### src/rtl/branch_predict_unit_pkg.sv
// Shared CPU package for the branch predictor.
// Holds the 2-bit counter encodings and the index-width helper.
// Both the top level and the counter sub-module import it.
package branch_predict_unit_pkg;

    typedef enum logic [1:0] {
        CNT_SNT = 2'd0,   // strongly not-taken
        CNT_WNT = 2'd1,   // weakly not-taken
        CNT_WT  = 2'd2,   // weakly taken
        CNT_ST  = 2'd3    // strongly taken
    } cnt_state_e;

    // Number of PC bits used to index a table of 'depth' entries.
    function automatic int idx_width(input int depth);
        return $clog2(depth);
    endfunction

endpackage

### src/rtl/branch_predict_unit_sat_counter2.sv
// sat_counter2: next-state function of one 2-bit saturating predictor counter.
// Ports:
//   cnt_cur  in   current counter state of the entry being updated
//   hit      in   entry is valid and its tag matches (otherwise it is allocated)
//   taken    in   resolved direction
//   is_jump  in   resolving instruction is an unconditional jump
//   cnt_nxt  out  counter state to write back
module sat_counter2
    import branch_predict_unit_pkg::*;
(
    input  cnt_state_e cnt_cur,
    input  logic       hit,
    input  logic       taken,
    input  logic       is_jump,
    output cnt_state_e cnt_nxt
);

    logic [1:0] cnt_raw;

    always_comb begin
        cnt_raw = cnt_cur;
        if (is_jump) begin
            cnt_raw = CNT_ST;
        end else if (!hit) begin
            // Fresh allocation starts on the weak side of the observed direction.
            cnt_raw = taken ? CNT_WT : CNT_WNT;
        end else if (taken) begin
            if (cnt_cur != CNT_ST) cnt_raw = cnt_cur + 2'd1;
        end else begin
            if (cnt_cur != CNT_SNT) cnt_raw = cnt_cur - 2'd1;
        end
        cnt_nxt = cnt_state_e'(cnt_raw);
    end

endmodule

### src/rtl/branch_predict_unit.sv
// branch_predict_unit: direct-mapped branch target buffer with 2-bit
// saturating direction counters, resolve-side mispredict detection and a
// saturating mispredict statistics counter.
// Ports:
//   clk, arst_n            clock (rising edge), async active-low reset
//   if_pc                  fetch PC; pred_taken / pred_pc are its combinational prediction
//   ex_valid .. ex_pred_pc resolving instruction and the prediction it carried
//   redirect / redirect_pc combinational flush request and the correct next PC
//   mispredict_cnt         saturating count of cycles with redirect asserted
module branch_predict_unit
    import branch_predict_unit_pkg::*;
#(
    parameter int DATA_W    = 32,
    parameter int BHT_DEPTH = 16,
    parameter int TAG_W     = 8,
    parameter int CNT_W     = 16
) (
    input  logic              clk,
    input  logic              arst_n,
    input  logic [DATA_W-1:0] if_pc,
    output logic              pred_taken,
    output logic [DATA_W-1:0] pred_pc,
    input  logic              ex_valid,
    input  logic              ex_is_branch,
    input  logic              ex_is_jump,
    input  logic [DATA_W-1:0] ex_pc,
    input  logic [31:0]       ex_instr,
    input  logic [DATA_W-1:0] ex_branch_offset,
    input  logic              ex_taken,
    input  logic              ex_pred_taken,
    input  logic [DATA_W-1:0] ex_pred_pc,
    output logic              redirect,
    output logic [DATA_W-1:0] redirect_pc,
    output logic [CNT_W-1:0]  mispredict_cnt
);

    localparam int IDX_W = idx_width(BHT_DEPTH);
    localparam logic [DATA_W-1:0] PC_STEP = DATA_W'(4);

    logic              valid_q  [BHT_DEPTH];
    logic              valid_d  [BHT_DEPTH];
    logic [TAG_W-1:0]  tag_q    [BHT_DEPTH];
    logic [TAG_W-1:0]  tag_d    [BHT_DEPTH];
    logic [DATA_W-1:0] target_q [BHT_DEPTH];
    logic [DATA_W-1:0] target_d [BHT_DEPTH];
    cnt_state_e        cnt_q    [BHT_DEPTH];
    cnt_state_e        cnt_d    [BHT_DEPTH];
    logic [CNT_W-1:0]  mcnt_q, mcnt_d;

    logic [IDX_W-1:0]  if_idx, ex_idx;
    logic [TAG_W-1:0]  if_tag, ex_tag;
    logic [DATA_W-1:0] ex_pc_inc, branch_pc, jump_pc, taken_target, actual_next_pc;
    logic              resolve, actual_taken, ex_hit;
    cnt_state_e        cnt_upd;
    logic              unused_instr_bits;

    assign unused_instr_bits = ^ex_instr[31:26];

    // Lookup
    assign if_idx = if_pc[IDX_W+1:2];
    assign if_tag = if_pc[IDX_W+2 +: TAG_W];

    assign pred_taken = valid_q[if_idx] && (tag_q[if_idx] == if_tag) && cnt_q[if_idx][1];
    assign pred_pc    = pred_taken ? target_q[if_idx] : (if_pc + PC_STEP);

    // Resolve
    assign ex_idx    = ex_pc[IDX_W+1:2];
    assign ex_tag    = ex_pc[IDX_W+2 +: TAG_W];
    assign ex_pc_inc = ex_pc + PC_STEP;
    assign branch_pc = ex_pc_inc + (ex_branch_offset << 2);
    assign jump_pc   = {ex_pc_inc[DATA_W-1:28], ex_instr[25:0], 2'b00};

    // A jump wins when both type flags are set.
    assign resolve        = ex_valid && (ex_is_branch || ex_is_jump);
    assign actual_taken   = ex_is_jump || (ex_is_branch && ex_taken);
    assign taken_target   = ex_is_jump ? jump_pc : branch_pc;
    assign actual_next_pc = actual_taken ? taken_target : ex_pc_inc;

    assign redirect    = arst_n && resolve &&
                         ((actual_taken != ex_pred_taken) ||
                          (actual_taken && (ex_pred_pc != taken_target)));
    assign redirect_pc = actual_next_pc;

    assign mispredict_cnt = mcnt_q;

    assign ex_hit = valid_q[ex_idx] && (tag_q[ex_idx] == ex_tag);

    sat_counter2 u_sat_counter2 (
        .cnt_cur (cnt_q[ex_idx]),
        .hit     (ex_hit),
        .taken   (actual_taken),
        .is_jump (ex_is_jump),
        .cnt_nxt (cnt_upd)
    );

    always_comb begin
        valid_d  = valid_q;
        tag_d    = tag_q;
        target_d = target_q;
        cnt_d    = cnt_q;
        if (resolve) begin
            valid_d[ex_idx]  = 1'b1;
            tag_d[ex_idx]    = ex_tag;
            target_d[ex_idx] = taken_target;
            cnt_d[ex_idx]    = cnt_upd;
        end
    end

    always_comb begin
        mcnt_d = mcnt_q;
        if (redirect && (mcnt_q != {CNT_W{1'b1}})) mcnt_d = mcnt_q + CNT_W'(1);
    end

    always_ff @(posedge clk or negedge arst_n) begin
        if (!arst_n) begin
            for (int i = 0; i < BHT_DEPTH; i++) begin
                valid_q[i]  <= 1'b0;
                tag_q[i]    <= '0;
                target_q[i] <= '0;
                cnt_q[i]    <= CNT_WNT;
            end
            mcnt_q <= '0;
        end else begin
            valid_q  <= valid_d;
            tag_q    <= tag_d;
            target_q <= target_d;
            cnt_q    <= cnt_d;
            mcnt_q   <= mcnt_d;
        end
    end

endmodule

### config.mk
export PLATFORM = sky130hd
export DESIGN_NAME = branch_predict_unit
export DESIGN_NICKNAME = d
export VERILOG_FILES = /design/src/rtl/branch_predict_unit_pkg.sv /design/src/rtl/branch_predict_unit_sat_counter2.sv /design/src/rtl/branch_predict_unit.sv
export SDC_FILE = /design/constraint.sdc
export NUM_CORES = 2
export LEC_CHECK = 0
export CELL_PAD_IN_SITES_DETAIL_PLACEMENT = 1
export CELL_PAD_IN_SITES_GLOBAL_PLACEMENT = 2
export CORE_MARGIN = 8
export CORE_UTILIZATION = 40
export CTS_BUF_LIST = sky130_fd_sc_hd__clkbuf_2
export DETAILED_ROUTE_END_ITERATION = 16
export PLACE_DENSITY_LB_ADDON = 0.1
export SYNTH_ARGS = -nofsm -noshare
export SYNTH_HDL_FRONTEND = slang
export SYNTH_SLANG_ARGS = --single-unit
### constraint.sdc
create_clock -name clk -period 9.1 [get_ports clk]
set_input_delay 1.82 -clock clk [delete_from_list [all_inputs] [get_ports clk]]
set_output_delay 1.82 -clock clk [all_outputs]
set_load 0.1 [all_outputs]
==> results.sh <==
export IMPL_vias=30700
export IMPL_grt_pass1_wl_um=213000
export IMPL_synth_nets=3911
export IMPL_clock_latency_ns=1.46
export IMPL_avgViaCountPerCell=5.74
export IMPL_placed_cells=4986
export IMPL_critical_path_top_delay_family="compound AO/OA/AOI/OAI gates"
export IMPL_layout_nets=4205
export IMPL_wire_per_inst_um=26.2
export IMPL_clkSinkCount=704
export IMPL_grt_max_degree=199
export IMPL_synth_async_sr_flop_share=1.00
export IMPL_worst_slack_ns=0.291
export IMPL_p_total_mw=9.15
export IMPL_whs_ns=0.291
export IMPL_end_kind="output port"
export IMPL_die_w_um=319
export IMPL_dpl_cell_area_um2=41000
export IMPL_hold_viol=0
export IMPL_fin_setup_tns_ns=0
export IMPL_cts_tree="built"
export IMPL_hp_class="in2async"
export IMPL_finalClockSkew_ns=0.148
export IMPL_num_rows=111
export IMPL_crit_path_frequent_cell="buf_4"
export IMPL_final_max_slew_viol_count=0
export IMPL_synth_area_um2=36800
export IMPL_fin_util=0.469
export IMPL_rsz0062_at_grt="no"
export IMPL_yosys_top_cells_area="dfrtp_1 (47%), mux4_2 (16%), nand2_1 (12%), o21ai_0 (7.6%), clkbuf_1 (2.6%)"
export IMPL_worst_path_largest_cell_delay_ns=0.56
export IMPL_status="finished clean"
export IMPL_clk_pin_slew_ns=0.10
export IMPL_place_ws_ns=0.191
export IMPL_drt_antenna_violating_nets=0
export IMPL_first_pass_iters=5
export IMPL_totalWireLength_um=140000
export IMPL_cp_slowest_cell="clkdlybuf4s50_1"
export IMPL_post_cts_buffers=0
export IMPL_cp_data_required_time_ns=7.28
export IMPL_synth_seq_area_share=0.480
export IMPL_clk_path_buf_depth=3
export IMPL_final_cell_mix="nand2_1 (1111), dfrtp_1 (688), o21ai_0 (557)"
export IMPL_cp_num_buf_inv=5
export IMPL_htreeDepth=4
export IMPL_ir_worst_vdd_mv=0.146
export IMPL_ys_ff_latch=704
export IMPL_fin_area_um2=42800
export IMPL_path_cells="clkdlybuf4s50_1, buf_4, and2_1, buf_4, nand2_1, xnor2_1, ha_1, a21oi_1, o211ai_1, a211oi_4, buf_4, xnor3_1, o32a_1, a221o_1, a2111oi_4, nand4_1, nor4_4, nor2b_1, buf_12"
export IMPL_chipHeight_um=319
export IMPL_fmax_ghz=0.114
export IMPL_io_pins=249
export IMPL_antenna_found_initial=3
export IMPL_ctsHoldBuffers=0
export IMPL_arrival_ns=6.99
export IMPL_start_kind="primary input"
export IMPL_syn_area_per_cell_um2=9.93
export IMPL_relSlewSlack=0.142
export IMPL_drive_gt1_frac=0.205
export IMPL_yosys_warnings=0
export IMPL_stdcell_count=5338
export IMPL_clock_root_buffer="clkbuf_2"
export IMPL_use_met1=0.352
export IMPL_yosys_most_used_dff="dfrtp_1"
export IMPL_hpwl_um=91600
export IMPL_die_area_um2=102000
export IMPL_yosys_area_top_type_share=0.468
export IMPL_period_needed_ns=8.81
export IMPL_core_area_um2=91400
export IMPL_globalplace_congestion=0.889
export IMPL_first_global_vias=33800
export IMPL_top_usage_layer="met2"
export IMPL_path_max_fanout=15
export IMPL_crit_type="in2out"
export IMPL_io_buffers=240
export IMPL_synth_top_cell_by_area="dfrtp_1"
export IMPL_synth_edf_count=0
export IMPL_area_delta_synth_final_pct=16.6
export IMPL_leakage_nw=19.7
export IMPL_cts_buffers=192
export IMPL_use_met3=0.0457
export IMPL_setup_viol=0
export IMPL_layout_commonest_cell="nand2_1"
export IMPL_fin_crit_sh=0.968
export IMPL_ys_types=77
export IMPL_initial_core_util=0.402
export IMPL_grt_usage=0.274
export IMPL_drt_initial_drc_count=1994
export IMPL_use_met2=0.468
export IMPL_worst_slew_pin_slew_ns=1.29
export IMPL_power_density_nw_per_um2=213
export IMPL_overflow=0
export IMPL_drc=0
export IMPL_maxCapViolations=0
export IMPL_synth_cells=3700
[path summary, 6_finish.rpt]
path	depth (start not counted)	slack (ns)	endpoint	start
setup / recovery	19	0.29	redirect	ex_pc[4]
hold / removal	1	0.29	target_q[481]	arst_n
setup reg to reg	9	5.38	cnt_q[0]	tag_q[73]
hold reg to reg	2	0.46	cnt_q[10]	cnt_q[10]
max in group asynchronous	3	6.42	valid_q[11]	arst_n
min in group clk	2	0.46	cnt_q[10]	cnt_q[10]
[registers in the layout, indices dropped and copies added, names as in the netlist]
register,flops
valid_q,16
tag_q,128
mispredict_cnt,16
cnt_q,32
target_q,512
[what timing repair did]
| action | in CTS | in global routing |
|---|---|---|
| hold endpoints to repair | 0 | 0 |
| gates resized for setup | 0 | 10 |
| setup endpoints to repair | 0 | 1 |
[metal layers]
layer	vias up	share of wire
met1	16000	0.42
met2	781	0.50
met3	264	0.045
met5	-	0
li1	13600	-
met4	0	0.033
[layout make-up]
type / count / area, µm²
antenna: 14 / 35.0
clock buffer: 284 / 1420
clock inverter: 54 / 333
fill: 10300 / 48500
inverter: 18 / 67.6
multi-input combinational: 2687 / 18100
sequential: 704 / 17600
tap: 1186 / 1480
timing repair buffer: 391 / 3730
[Yosys cell counts (4+ instances only)]
| master | instances |
|---|---|
| nand2_1 | 1128 |
| dfrtp_1 | 688 |
| o21ai_0 | 559 |
| mux4_2 | 256 |
| clkbuf_1 | 251 |
| nor2_1 | 127 |
| a21oi_1 | 101 |
| xor2_1 | 75 |
| xnor2_1 | 56 |
| nand3_1 | 47 |
| ha_1 | 43 |
| nand4_1 | 29 |
| buf_1 | 26 |
| nand2b_1 | 26 |
| nor3_1 | 24 |
| and3_1 | 20 |
| inv_1 | 18 |
| dfstp_2 | 16 |
| and2_1 | 14 |
| or3_1 | 14 |
| mux2i_1 | 12 |
| buf_2 | 10 |
| a21o_1 | 9 |
| o21ai_1 | 9 |
| nor4_1 | 8 |
| nor4b_1 | 8 |
| nor3b_1 | 7 |
| o211ai_1 | 7 |
| o21a_1 | 7 |
| a31oi_1 | 6 |
| and4_1 | 6 |
| nor2b_1 | 6 |
| o2111ai_1 | 6 |
| a211oi_1 | 5 |
| o22ai_1 | 5 |
| o31ai_1 | 4 |
[kinds of logic (layout without fill, tap and decap cells)]
logic type      Yosys count  in the layout  share of synthesized area
buf+inv                 309            747                     0.0325
xor+xnor                134            134                     0.0331
simple gates           1478           1478                      0.166
fa+ha+maj                44             44                     0.0152
compound gates          757            757                      0.111
flops                   704            704                      0.480
other cells               0             14                          0
mux                     274            274                      0.162
[power by group]
part | switching (mW) | leakage [nW] | internal [mW]
Clock | 1.40 | 1.32 | 0.907
Combinational | 1.43 | 9.38 | 1.08
Sequential | 0.443 | 8.96 | 3.87
No activity file was read; power rests on OpenSTA's default activity.
